`config.mk`:
```
export PLATFORM = sky130hd
export DESIGN_NAME = seq_detect_param
export DESIGN_NICKNAME = d
export VERILOG_FILES = /design/src/rtl/seq_detect_param.sv
export SDC_FILE = /design/constraint.sdc
export NUM_CORES = 1
export LEC_CHECK = 0
export ABC_AREA = 1
export ABC_CLOCK_PERIOD_IN_PS = 2600
export BUFFER_PORTS_ARGS = -buffer_cell sky130_fd_sc_hd__buf_2
export CORE_MARGIN = 2
export CORE_UTILIZATION = 35
export DETAILED_ROUTE_END_ITERATION = 10
export SLEW_MARGIN = 40
export SYNTH_ARGS = -nofsm -noshare
export SYNTH_HDL_FRONTEND = slang
export SYNTH_SLANG_ARGS = --single-unit
```
`constraint.sdc`:
```
create_clock -name clk -period 2.6 [get_ports clk]
set_input_delay 0.65 -clock clk [delete_from_list [all_inputs] [get_ports clk]]
set_output_delay 0.65 -clock clk [all_outputs]
set_load 0.1 [all_outputs]
```
`src/rtl/seq_detect_param.sv`:
```
// Serial pattern detector with a loadable pattern, an optional overlap mode,
// a registered match pulse and a saturating match counter.
module seq_detect_param #(
  parameter int               PAT_W   = 5,
  parameter logic [PAT_W-1:0] DEF_PAT = 5'b10101,
  parameter bit               OVERLAP = 1'b1,
  parameter int               CNT_W   = 8
) (
  input  logic             clk,
  input  logic             rst,
  input  logic             en,
  input  logic             x,
  input  logic             load,
  input  logic [PAT_W-1:0] pat_in,
  input  logic             clr_cnt,
  output logic             z,
  output logic [CNT_W-1:0] match_cnt
);

  localparam int                FILL_W    = $clog2(PAT_W + 1);
  localparam logic [FILL_W-1:0] FILL_FULL = FILL_W'(PAT_W);
  localparam logic [CNT_W-1:0]  CNT_MAX   = '1;

  logic [PAT_W-1:0]  pat_q;
  logic [PAT_W-1:0]  hist_q;
  logic [FILL_W-1:0] fill_q;
  logic              z_q;
  logic [CNT_W-1:0]  cnt_q;

  logic [PAT_W-1:0]  hist_d;
  logic [FILL_W-1:0] fill_d;
  logic              match_d;
  logic [CNT_W-1:0]  cnt_d;

  // The fill requirement keeps an all-zero history from matching a zero pattern.
  always_comb begin
    hist_d  = {hist_q[PAT_W-2:0], x};
    fill_d  = (fill_q == FILL_FULL) ? fill_q : fill_q + 1'b1;
    match_d = en && !load && (hist_d == pat_q) && (fill_d == FILL_FULL);
    cnt_d   = cnt_q;
    if (clr_cnt) begin
      cnt_d = match_d ? CNT_W'(1) : '0;
    end else if (match_d && (cnt_q != CNT_MAX)) begin
      cnt_d = cnt_q + 1'b1;
    end
  end

  always_ff @(posedge clk) begin
    if (rst) begin
      pat_q  <= DEF_PAT;
      hist_q <= '0;
      fill_q <= '0;
      z_q    <= 1'b0;
      cnt_q  <= '0;
    end else begin
      z_q   <= match_d;
      cnt_q <= cnt_d;
      if (load) begin
        pat_q  <= pat_in;
        hist_q <= '0;
        fill_q <= '0;
      end else if (en) begin
        hist_q <= hist_d;
        // Non-overlapping mode restarts the fill so the next match needs fresh bits.
        fill_q <= (match_d && !OVERLAP) ? '0 : fill_d;
      end
    end
  end

  assign z         = z_q;
  assign match_cnt = cnt_q;

endmodule
```
==> Yosys cells after proc, flatten, opt, wreduce, memory -nomap -nowiden <==
Index checks and enable logic that the tools add are counted.
W data, S select, Z words.
{ "totals": {"ff_bits": 21, "output_inout_bits": 9, "word_cells": 22} }
{ "classes": {"add_sub_neg": 2, "n_eq_ne": 4, "muxes": 4, "reduce_logical": 7} }
{ "op_table": {"columns": ["op", "count"], "rows": [
  ["$mux W8", 2],
  ["$add A8 B1 Y8 const B", 1],
  ["$ne A8 B8 Y1 const B", 1],
  ["$eq A3 B3 Y1 const B", 2],
  ["$eq A5 B5 Y1", 1],
  ["$logic_and A1 B1 Y1", 4],
  ["$add A3 B1 Y3 const B", 1],
  ["$mux W3", 1],
  ["$reduce_bool A2 Y1", 1],
  ["$reduce_or A2 Y1", 1],
  ["$logic_not A1 Y1", 1],
  ["$mux W1", 1]
]} }

==> Depth between registers and ports, before layout <==
{ "depth": {"word_depth": 7, "ltp_mapped": 10, "depth_no_buf": 10} }

==> Least setup slack after synthesis <==
OpenSTA, ideal clock, no wires.
{ "synth_path": {"path_kind": "flip-flop to flip-flop", "from": "register cnt_q[0] (netlist: match_cnt[0])", "to": "register cnt_q[0] (netlist: match_cnt[0])", "setup_ns": 0.119, "t_arrival_ns": 2.012, "required_ns": 2.481, "path_slack_ns": 0.469, "path_stages_with_launch": 10, "path_buffers": 1, "period_less_slack_ns": 2.131, "path_cell_list": "dfxtp_1 -> ha_1 -> inv_1 -> nor2_1 -> nand2_1 -> buf_4 -> inv_1 -> o21ai_0 -> nand2_1 -> nand2_1"} }
{ "synth_via": {"elab_chain_len": 3, "elab_cells_between_ends": 6, "cone_classes": "add/sub (1); eq/ne (1); mux (2); reduce/logical (2)"} }
{ "synth_lines": {"columns": ["element", "line_no", "source"], "rows": [
  ["start, declared", "28", "logic [CNT_W-1:0] cnt_q;"],
  ["start signal, assigned", "57", "cnt_q <= cnt_d;"],
  ["$add A8 B1 Y8 / $ne A8 B8 Y1 (equally long branches)", "44, 43", null],
  ["$mux W8 / $logic_and A1 B1 Y1 (equally long branches)", "43", "end else if (match_d && (cnt_q != CNT_MAX)) begin"],
  ["$mux W8 / $reduce_bool A2 Y1 (equally long branches)", null, null]
]} }
Several ways; a longest one is shown, not always the timed one. The select of a mux whose other input is x is not followed.
A chain may end at the register's enable or synchronous reset.

==> Worst setup path in the final report <==
{ "layout_path": {"from": "register cnt_q[4] (netlist: match_cnt[4])", "to": "output port match_cnt[4]"} }
{ "layout_lines": {"columns": ["element", "line_no", "source"], "rows": [
  ["end, declared", "17", "output logic [CNT_W-1:0] match_cnt"]
]} }
No word-level cell between the ends.

==> impl_results.md <==
- Status: finished, final reports clean
- Dpl ws: 0.821 ns
- Initial antenna violation count: 0
- Routed WL: 2.14 mm
- First-pass iteration count of the detailed router: 4
- Grt met3 use: 0.0455
- Worst skew pair latency: about 0.31 ns
- CP Max Fanout: 6
- Fin Clk Skew: approximately 0.0065 ns
- R2r worst-path depth: 7
- Initial Util: 0.364
- Avg Cell Area, Syn: between 6 and 7 um2
- Area Growth Syn to Fin: 14.4%
- Slew headroom: 0.674
- Routing usage on met1: 0.162
- Fin crit share: 0.713
- Cells after Synth: between 150 and 200
- GRT overflow: 0
- Die H: 60.1 um
- Reg2reg start: match_cnt[0]
- Leak Pwr: slightly above 0.6 nW
- Hold endpoint: pat_q[1]
- R2R setup slack: around 0.85 ns
- CTS Sinks: 21
- Setup crit start kind: flop
- Core box area: between 3000 and 4000 um2
- Share of cells above drive strength 1: 0.188
- Kind of cell adding the most delay to the critical path: buffers and inverters
- Synthesized area: 1100 um2
- Largest net degree at the start of global routing: 13
- Peak supply drop: roughly 0.00028 V
- CTS tree: built
- Power Density: ~430 nW/um2
- Layout Nets: around 200
- Reg2reg end: match_cnt[3]
- Post-CTS Setup Bufs: 0
- RSZ-0062 raised after global routing: false
- Number of global-route vias before repair: ~900
- HP Start: pat_q[1]
- PortBufs: 19
- YS warnings: 0
- Crit-path max cell delay: between 0.4 and 0.5 ns
- Crit-path slowest cell: buf_2
- Final setup fails: 0
- Crit end category: output pin
- Max-cap viol count: 0
- Worst Tran Pin Value: just under 0.5 ns
- CTS Hold Bufs: 0
- Most Used Layer, Global Route: met2
- Fmax: around 0.54 GHz
- Via count: 1021
- IO Count: 20
- Netlist cell types: 21
- GP Congestion: approximately 0.77
- First-pass GRT wire length: ~3.8 mm
- Antenna cells: 0
- Synth Register Bits: 21
- Final Hold Viols: 0
- GR Util met2: 0.247
- DR DRC count: 0
- Clk slew on worst S/H paths: roughly 0.12 ns
- CTS H-tree lvls: 1
- Via density: around 4.5
- Die Width: approximately 60 um
- Post-CTS sizing: 0
- Clk buf depth: 2
- Worst Path Arrival: 1.20 ns
- Root Buffer Master: clkbuf_4
- Inserted Clock Buffers: 3
- Global Route Usage Sum: 0.138
- Hold Path Stages: 2
- Minimum clock period: around 1.9 ns
- Sequential area share after synthesis: 0.381
- Worst Hold Class: flop to flop
- Setup tns final: 0 ns
- Die area: roughly 3600 um2
- Final HPWL DP: 1.71 mm
- Fin. max-slew vios: 0
- Drt initial violations: 47
- WP data required: 1.95 ns
- Row Count: 20
- Post-DRT Antenna Nets: 0
- CP Cell Sequence: buf_2
- Worst setup path category: flop to output pin
- Buf/Inv on CP: 1
- Wire per inst: around 9.5 um
- Syn Nets: 175
- Final worst slack: approximately 0.75 ns
## registers in the layout (all words and copies together) (netlist names), named ones only
signal and flops:
match_cnt 8, fill_q 1, hist_q 4, z 1, pat_q 5
## Yosys cell counts
library cell	n	area share
a21oi_1	17	0.077
buf_4	2	0.014
clkbuf_1	1	0.0034
clkinv_1	1	0.0034
dfxtp_1	21	0.38
ha_1	3	0.034
inv_1	25	0.085
inv_2	4	0.014
nand2_1	36	0.12
nand2_2	1	0.0057
nand2_4	1	0.010
nand3_1	9	0.041
nand4_1	7	0.040
nor2_1	12	0.041
nor2_2	2	0.011
nor2_4	1	0.010
nor2_8	1	0.018
nor3_2	1	0.0091
o21ai_0	13	0.059
o21ai_1	1	0.0045
xnor2_1	2	0.016
## layout make-up
cell class | count | area (um2)
fill | 329 | 1770
multi-input combinational | 107 | 551
sequential | 21 | 420
inverter | 30 | 113
timing repair buffer | 19 | 95.1
tap | 44 | 55.1
clock buffer | 3 | 22.5
clock inverter | 1 | 5.00
## worst max path at each step
stage                  from      endpoint  slack [ns]  depth (start not counted)
2_1_floorplan  match_cnt[0]  match_cnt[0]        0.47                          9
3_3_place_gp              x  match_cnt[1]        0.86                          8
3_5_place_dp              x  match_cnt[1]        0.82                          8
4_1_cts        match_cnt[4]  match_cnt[4]        0.71                          1
5_1_grt        match_cnt[1]  match_cnt[5]        0.65                          7
6_report       match_cnt[4]  match_cnt[4]        0.75                          1
## power breakdown
group	switching (mW)	internal, mW
Sequential	0.00557	0.331
Clock	0.101	0.0574
Combinational	0.0346	0.0188
Total	0.141	0.407
## metal layers
metal  vias up  part of all wire
met5         -                 0
met4         0            0.0037
met3         2             0.035
met2        17              0.51
met1       450              0.45
li1        552                 -
## cells in the final DEF (no fill, tap or decap)
master / count
nor3_2: 1
o21ai_1: 1
clkinv_2: 1
o21ai_0: 13
inv_1: 25
nand2_1: 36
clkbuf_4: 3
nor2_4: 1
nor2_1: 12
xnor2_1: 2
nor2_8: 1
nand2_4: 1
nor2_2: 2
inv_2: 4
buf_2: 19
dfxtp_1: 21
clkinv_1: 1
nand3_1: 9
nand2_2: 1
nand4_1: 7
ha_1: 3
a21oi_1: 17
## cell families (layout without fill, tap and decap cells)
kind of cell / count (synthesis) / in the layout / synth area share
AOI/OAI and AO/OA: 31 / 31 / 0.141
xor gates and xnor gates: 2 / 2 / 0.0159
adders and majority gates: 3 / 3 / 0.0341
buffers and inverters: 33 / 53 / 0.119
DFF: 21 / 21 / 0.381
and+or+nand+nor: 71 / 71 / 0.309
## through the flow
stage	hold slack (ns)	power (mW)	area, um2	std cells	util
3_5_place_dp	0.457	0.398	1230	221	0.407
3_3_place_gp	0.452	0.396	1230	221	0.407
6_report	0.476	0.548	1260	225	0.417
5_1_grt	0.493	0.591	1260	225	0.417
4_1_cts	0.476	0.562	1260	225	0.417
2_1_floorplan	0.440	0.381	1100	161	-
(Power assumes the default switching activity.)
